### config.mk
export PLATFORM = sky130hd
export DESIGN_NAME = bounce_counter_ctrl
export DESIGN_NICKNAME = d
export VERILOG_FILES = /design/src/rtl/bcc_pkg.sv /design/src/rtl/btn_debounce_edge.sv /design/src/rtl/bounce_counter_ctrl.sv
export SDC_FILE = /design/constraint.sdc
export NUM_CORES = 1
export LEC_CHECK = 0
export ABC_AREA = 1
export CORE_UTILIZATION = 40
export DETAILED_ROUTE_END_ITERATION = 8
export GPL_TIMING_DRIVEN = 1
export HOLD_SLACK_MARGIN = 0.06
export PLACE_DENSITY = 0.55
export SETUP_SLACK_MARGIN = 0.3
export SLEW_MARGIN = 20
export SYNTH_ARGS = -nofsm -noshare
export SYNTH_HDL_FRONTEND = slang
export SYNTH_SLANG_ARGS = --single-unit
### constraint.sdc
create_clock -name clk -period 3 [get_ports clk]
set_input_delay 0.6 -clock clk [delete_from_list [all_inputs] [get_ports clk]]
set_output_delay 0.6 -clock clk [all_outputs]
set_load 0.05 [all_outputs]
### src/rtl/bcc_pkg.sv
// Shared encodings and helpers for the front-panel bounce counter.
// Optional auto-repeat is enabled in the top by defining BCC_AUTOREPEAT_EN.
package bcc_pkg;

  typedef enum logic [1:0] {
    MODE_PINGPONG = 2'b00,
    MODE_UPWRAP   = 2'b01,
    MODE_DOWNWRAP = 2'b10,
    MODE_HOLD     = 2'b11
  } bcc_mode_e;

  typedef enum logic [1:0] {
    DB_IDLE    = 2'b00,
    DB_WAIT_HI = 2'b01,
    DB_HELD    = 2'b10,
    DB_WAIT_LO = 2'b11
  } db_state_e;

  // Width able to hold value-1; never less than one bit.
  function automatic int bcc_clog2(input int value);
    int w;
    w = 0;
    while ((1 << w) < value) w = w + 1;
    if (w < 1) w = 1;
    return w;
  endfunction

endpackage

### src/rtl/btn_debounce_edge.sv
// Two-flop synchroniser plus tick-sampled debounce FSM for one raw button.
// level is the debounced state; press is a one-cycle strobe on each accepted press.
//
// state   | meaning
// IDLE    | released and stable
// WAIT_HI | raw high, counting stable ticks before accepting the press
// HELD    | pressed and stable
// WAIT_LO | raw low, counting stable ticks before accepting the release
module btn_debounce_edge
  import bcc_pkg::*;
#(
  parameter int STABLE_TICKS = 3
) (
  input  logic clk,
  input  logic reset,
  input  logic tick,
  input  logic btn_raw,
  output logic level,
  output logic press
);

  localparam int            CW       = bcc_clog2(STABLE_TICKS);
  localparam logic [CW-1:0] CNT_LOAD = CW'(STABLE_TICKS - 1);

  logic [1:0]    sync_q;
  logic          btn_s;
  db_state_e     state_q, state_d;
  logic [CW-1:0] cnt_q, cnt_d;
  logic          press_q, press_d;
  logic          cnt_done;

  assign btn_s    = sync_q[1];
  assign cnt_done = tick && (cnt_q == '0);

  always_ff @(posedge clk or posedge reset) begin
    if (reset) begin
      sync_q  <= 2'b00;
      state_q <= DB_IDLE;
      cnt_q   <= CNT_LOAD;
      press_q <= 1'b0;
    end else begin
      sync_q  <= {sync_q[0], btn_raw};
      state_q <= state_d;
      cnt_q   <= cnt_d;
      press_q <= press_d;
    end
  end

  // The stable-tick counter reloads in the steady states so every wait starts fresh.
  always_comb begin
    state_d = state_q;
    cnt_d   = cnt_q;
    case (state_q)
      DB_IDLE: begin
        cnt_d = CNT_LOAD;
        if (btn_s) state_d = DB_WAIT_HI;
      end
      DB_WAIT_HI: begin
        if (!btn_s)        state_d = DB_IDLE;
        else if (cnt_done) state_d = DB_HELD;
        else if (tick)     cnt_d   = cnt_q - CW'(1);
      end
      DB_HELD: begin
        cnt_d = CNT_LOAD;
        if (!btn_s) state_d = DB_WAIT_LO;
      end
      DB_WAIT_LO: begin
        if (btn_s)         state_d = DB_HELD;
        else if (cnt_done) state_d = DB_IDLE;
        else if (tick)     cnt_d   = cnt_q - CW'(1);
      end
      default: begin
        state_d = DB_IDLE;
        cnt_d   = CNT_LOAD;
      end
    endcase
  end

  always_comb begin
    level   = (state_q == DB_HELD) || (state_q == DB_WAIT_LO);
    press_d = (state_q == DB_WAIT_HI) && (state_d == DB_HELD);
    press   = press_q;
  end

endmodule

### src/rtl/bounce_counter_ctrl.sv
// Debounced push-button bounded up/down counter with a shared sample-tick divider.
// Define BCC_AUTOREPEAT_EN to get a repeated step every REPEAT_TICKS ticks while step is held.
module bounce_counter_ctrl
  import bcc_pkg::*;
#(
  parameter int WIDTH        = 8,
  parameter int CNT_MIN      = 0,
  parameter int CNT_MAX      = 18,
  parameter int TICK_DIV     = 8192,
  parameter int STABLE_TICKS = 3,
  parameter int REPEAT_TICKS = 50
) (
  input  logic             clk,
  input  logic             reset,
  input  logic             btn_step,
  input  logic             btn_clr,
  input  logic [1:0]       mode,
  output logic [WIDTH-1:0] q,
  output logic             dir,
  output logic             step_pulse,
  output logic             at_min,
  output logic             at_max
);

  localparam int               DIV_W    = bcc_clog2(TICK_DIV);
  localparam logic [DIV_W-1:0] DIV_LOAD = DIV_W'(TICK_DIV - 1);
  localparam logic [WIDTH-1:0] MIN_V    = WIDTH'(CNT_MIN);
  localparam logic [WIDTH-1:0] MAX_V    = WIDTH'(CNT_MAX);
  localparam logic [WIDTH-1:0] MIN_P1   = WIDTH'(CNT_MIN + 1);
  localparam logic [WIDTH-1:0] MAX_M1   = WIDTH'(CNT_MAX - 1);
  localparam logic [WIDTH-1:0] ONE      = WIDTH'(1);

  if (WIDTH < 2 || WIDTH > 16 || CNT_MIN < 0 || CNT_MIN >= CNT_MAX ||
      CNT_MAX >= (1 << WIDTH) || TICK_DIV < 2 || STABLE_TICKS < 1 ||
      REPEAT_TICKS < 1) begin : g_param_check
    $error("bounce_counter_ctrl: illegal parameter set");
  end

  logic [DIV_W-1:0] div_q, div_d;
  logic             tick;
  logic             step_level, step_press;
  logic             clr_level, clr_press;
  logic             step_evt;
  logic             unused_levels;
  logic [WIDTH-1:0] q_q, q_d;
  logic             dir_q, dir_d;
  logic             step_pulse_q, step_pulse_d;
  bcc_mode_e        mode_e;

  assign mode_e        = bcc_mode_e'(mode);
  assign tick          = (div_q == '0);
  assign div_d         = tick ? DIV_LOAD : div_q - DIV_W'(1);
  assign unused_levels = clr_level ^ step_level;

  btn_debounce_edge #(.STABLE_TICKS(STABLE_TICKS)) u_db_step (
    .clk     (clk),
    .reset   (reset),
    .tick    (tick),
    .btn_raw (btn_step),
    .level   (step_level),
    .press   (step_press)
  );

  btn_debounce_edge #(.STABLE_TICKS(STABLE_TICKS)) u_db_clr (
    .clk     (clk),
    .reset   (reset),
    .tick    (tick),
    .btn_raw (btn_clr),
    .level   (clr_level),
    .press   (clr_press)
  );

`ifdef BCC_AUTOREPEAT_EN
  localparam int             REP_W    = bcc_clog2(REPEAT_TICKS);
  localparam logic [REP_W-1:0] REP_LOAD = REP_W'(REPEAT_TICKS - 1);

  logic [REP_W-1:0] rep_q, rep_d;
  logic             rep_fire;

  // Counts ticks from the initial press; restarts on each press and whenever released.
  always_comb begin
    rep_d    = rep_q;
    rep_fire = 1'b0;
    if (!step_level || step_press) begin
      rep_d = REP_LOAD;
    end else if (tick) begin
      if (rep_q == '0) begin
        rep_fire = 1'b1;
        rep_d    = REP_LOAD;
      end else begin
        rep_d = rep_q - REP_W'(1);
      end
    end
  end

  always_ff @(posedge clk or posedge reset) begin
    if (reset) rep_q <= REP_LOAD;
    else       rep_q <= rep_d;
  end

  assign step_evt = step_press | rep_fire;
`else
  assign step_evt = step_press;
`endif

  always_ff @(posedge clk or posedge reset) begin
    if (reset) begin
      div_q        <= DIV_LOAD;
      q_q          <= MIN_V;
      dir_q        <= 1'b0;
      step_pulse_q <= 1'b0;
    end else begin
      div_q        <= div_d;
      q_q          <= q_d;
      dir_q        <= dir_d;
      step_pulse_q <= step_pulse_d;
    end
  end

  always_comb begin
    q_d          = q_q;
    dir_d        = dir_q;
    step_pulse_d = 1'b0;
    if (clr_press) begin
      q_d   = MIN_V;
      dir_d = 1'b0;
    end else if (step_evt) begin
      case (mode_e)
        MODE_PINGPONG: begin
          step_pulse_d = 1'b1;
          // Out-of-direction endpoints (entered via a mode change) turn around immediately.
          if (!dir_q) begin
            if (q_q >= MAX_V) begin
              q_d   = MAX_M1;
              dir_d = (MAX_M1 != MIN_V);
            end else begin
              q_d   = q_q + ONE;
              dir_d = ((q_q + ONE) == MAX_V);
            end
          end else begin
            if (q_q <= MIN_V) begin
              q_d   = MIN_P1;
              dir_d = (MIN_P1 == MAX_V);
            end else begin
              q_d   = q_q - ONE;
              dir_d = ((q_q - ONE) != MIN_V);
            end
          end
        end
        MODE_UPWRAP: begin
          step_pulse_d = 1'b1;
          q_d          = (q_q >= MAX_V) ? MIN_V : q_q + ONE;
          dir_d        = 1'b0;
        end
        MODE_DOWNWRAP: begin
          step_pulse_d = 1'b1;
          q_d          = (q_q <= MIN_V) ? MAX_V : q_q - ONE;
          dir_d        = 1'b1;
        end
        default: begin
          q_d   = q_q;
          dir_d = dir_q;
        end
      endcase
    end
  end

  assign q          = q_q;
  assign dir        = dir_q;
  assign step_pulse = step_pulse_q;
  assign at_min     = (q_q == MIN_V);
  assign at_max     = (q_q == MAX_V);

endmodule

==> impl_summary.txt <==
----------------------------------------------------
[Power]
  Part of the power in combinational logic ... between 10% and 20%
  Switching power ... between 0.0002 and 0.0003 W
  IR drop worst, VDD ... 0.298 mV
  Share of total power in the clock network ... roughly two fifths
  Switching fraction of total power ... a little over a quarter
  PD cells ... 405 nW/um^2
  P_leak ... between 1 and 1.5 nW
  Seq pwr share ... 48.2%
  Internal power ... 0.000806 W

[Synth]
  Post-synthesis cell area ... 2340 um^2
  Cell with the most instances after synthesis ... nand2_1
  Fraction of synthesis flops using an asynchronous set or reset pin ... between 90% and 100%
  Leading register cell type out of synthesis ... dfrtp_1
  Mean cell area of the mapped netlist ... between 7 and 8 um^2
  Net count of the mapped netlist ... between 300 and 400
  Top cell types by occurrence after synthesis ... nand2_1 (83), inv_1 (46), nor2_1 (41)
  EDFF count, synth ... 0
  Register area share after synthesis ... between 40 and 50%
  Fraction of synthesized cell area taken by the top area cell type ... between 20% and 30%
  Number of distinct library cell variants in the gate-level netlist after synthesis ... 29
  Register bit total from synthesis ... 37
  Post-synthesis cell type with the largest combined area ... dfrtp_1
  Synthesis Warnings ... 0
  Leading post-synthesis cells by cell area ... dfrtp_1 (24%), dfstp_2 (17%), nand2_1 (13%), inv_1 (7.4%), nor2_1 (6.6%)
  Cells after synthesis ... 314

[GRT]
  Wire length of the first global-routing pass ... 8.73 mm
  Global Route Usage Sum ... between 15 and 20%
  Highest-utilization routing layer at the global route stage ... met2
  Global route total overflow ... 0
  Met1 global-route usage ... between 20% and 30%
  Vias in the first global route ... around 1900
  Global routing met2 resource utilization ... between 30% and 40%
  Initial antenna violation count ... 0
  Maximum number of pins on one net before global-route repair ... 38
  Met3 track demand over resource in global routing ... under 10%

[CTS]
  Insertion delay of the later-clocked pin in the worst-skew pair ... between 0.2 and 0.3 ns
  Library cell used as clock root buffer ... clkbuf_8
  Reg clk slew, reported paths ... 0.07 ns
  Worst-case clock buffer depth ... 2
  Count of H-tree levels built during CTS ... 2
  CTS Buf Count ... 5
  TritonCTS clock tree ... yes
  Total clock sinks ... 37

[Routing]
  Average detailed-routed wire length per instance ... ~12 um
  Residual antenna-violating net count after detailed routing ... 0
  1st-pass router iterations ... 4
  Post-DR vias/cell ... approximately 4.8
  Initial detailed-routing violation count ... 79
  Residual DRC count ... 0
  Routed wire length ... 5.00 mm
  Number of vias after detailed routing ... 1975

[Worst setup path]
  Req. time, crit path ... 2.40 ns
  Timing startpoint of the critical path ... q[0]
  Critical setup path kind ... reg2out
  R2R Path End ... dir
  R2r worst-path depth ... 12
  Slack of the worst reg-to-reg path ... 1.08 ns
  Largest fanout of any net on the critical path ... 8
  Startpoint of the most critical register-to-register path ... q[0]
  Data arrival at the endpoint of the critical path ... roughly 1.9 ns
  Startpoint type of the worst setup path ... register
  Endpoint of the worst setup timing path ... at_max
  Setup crit end kind ... primary output

[Finish]
  Count of antenna diodes in the layout ... 0
  Post-route non-filler standard cell count ... 413
  Area growth, synth to finish ... 16.0%
  Fraction of layout instances using a drive strength above 1 ... between 10% and 20%
  Layout net count ... 358

[Timing]
  Unrepaired setup endpoints after global routing ... no
  Worst slew margin ... 66.9%
  Minimum clock period ... between 2 and 3 ns
  Final sum of negative setup slack ... 0 ns
  Number of hold violations in the final report ... 0
  Final count of pins violating max slew ... 0
  Part of the cycle the worst path needs ... 84.5%
  Max Clk Rate ... 394 MHz
  Clock Skew ... 0.00815 ns
  Transition time of the tightest slew-check pin ... 0.495 ns
  Setup-violating endpoint count in the final report ... 0

[Min path]
  Path category of the worst min-delay check ... reg2reg
  Worst Hold Launch ... u_db_step.sync_q[0]

[Die]
  Die area ... a little over 6000 um^2
  Starting density of the core ... a little over two fifths
  Die X-Extent ... between 70 and 80 um
  Row count ... 27
  Top-Level Pins ... 18
  Die height ... 78.5 um
  Placeable core area ... between 5000 and 6000 um^2

[Job]
  Max-cap violation count ... 0

[Placement]
  Final HPWL from detailed placement ... 3.87 mm
  Weighted congestion at the end of routability-driven global placement ... between 0.8 and 0.9
  Instance count after placement with tap cells included ... 405
  Number of buffer cells added on primary ports ... 17

[Run status]
  Result of the run ... finished clean

----------------------------------------------------
power groups by stage:
| stage | Combinational, W | Sequential [W] | Clock, W |
|---|---|---|---|
| after CTS | 0.000144 | 0.000530 | 0.000445 |
| after global routing | 0.000161 | 0.000532 | 0.000459 |
| after floorplan | 0.0000871 | 0.000551 | 0 |
| after detailed placement | 0.000144 | 0.000539 | 0 |
| after global placement | 0.000144 | 0.000539 | 0 |
| final | 0.000143 | 0.000530 | 0.000426 |
timing repair:
item / in CTS / in global routing
hold buffers: 0 / 0
gates resized for setup: 2 / 2
setup endpoints to repair: 2 / 1
buffers inserted: 0 / 0
per-stage QoR:
stage	area, um^2	hold WS, ns	total power, W	util (%)	setup WS, ns
floorplan	2340	0.331	0.000638	-	0.561
global placement	2610	0.334	0.000683	46.9	0.435
detailed placement	2610	0.337	0.000683	46.9	0.414
CTS	2720	0.354	0.00112	48.8	0.364
global route	2720	0.357	0.00115	48.7	0.331
finish	2720	0.350	0.00110	48.7	0.464
critical path, cell delays in order (launching register included):
cell	delay, ns
dfrtp_1	0.47
inv_1	0.23
ha_1	0.19
nand3_1	0.11
nor2_1	0.13
dlygate4sd2_1	0.53
cells in the final DEF, fill, tap and decap left out, types with 2 or more instances in the layout:
| cell type | n |
|---|---|
| clkdlybuf4s50_1 | 15 |
| o21ai_0 | 16 |
| dfrtp_1 | 22 |
| inv_1 | 46 |
| o2111ai_1 | 2 |
| inv_2 | 2 |
| nor2_4 | 4 |
| buf_4 | 6 |
| ha_1 | 12 |
| xnor2_1 | 3 |
| nand2_2 | 4 |
| nand2_1 | 83 |
| nand3_1 | 30 |
| a21oi_1 | 4 |
| clkbuf_8 | 5 |
| xor2_1 | 7 |
| dfstp_2 | 15 |
| nand4_1 | 4 |
| o22ai_1 | 2 |
| o21ai_1 | 4 |
| nor3_4 | 2 |
| nor2_1 | 41 |
worst min-delay path by stage:
stage          cells after the start                  end  slack [ns]
3_5_place_dp                       0  u_db_step.sync_q[1]        0.34
3_3_place_gp                       0  u_db_step.sync_q[1]        0.33
4_1_cts                            0  u_db_step.sync_q[1]        0.35
5_1_grt                            0  u_db_step.sync_q[1]        0.36
2_1_floorplan                      0   u_db_clr.sync_q[1]        0.33
6_report                           0  u_db_step.sync_q[1]        0.35
final cells by class:
class                      count  area [um^2]
timing repair buffer          23          209
fill                         568         2860
clock inverter                 2         35.0
inverter                      48          180
multi-input combinational    225         1180
tap                           72         90.1
clock buffer                   6         72.6
sequential                    37          945
flip-flops by register name, indices dropped and copies added (netlist names), 2 cells and up:
| signal | count |
|---|---|
| u_db_clr.cnt_q | 2 |
| q | 8 |
| u_db_clr.state_q | 2 |
| u_db_step.cnt_q | 2 |
| u_db_step.sync_q | 2 |
| div_q | 13 |
| u_db_clr.sync_q | 2 |
| u_db_step.state_q | 2 |
logic make-up (layout without fill, tap and decap cells):
logic type,Yosys count,in the layout,synth area share (%)
AND/OR/NAND/NOR,172,172,33.0
buffers and inverters,52,79,9.04
flip-flops,37,37,40.4
AO/OA/AOI/OAI,31,31,7.43
adder cells (fa/ha/maj),12,12,6.42
XOR/XNOR,10,10,3.74
layer usage:
layer / wire [um] / share of wire [%]
met1: 2450 / 49
met2: 2350 / 47
met3: 127 / 2.5
met4: 60 / 1.2
met5: 0 / 0
Power figures use the tool's default switching activity.
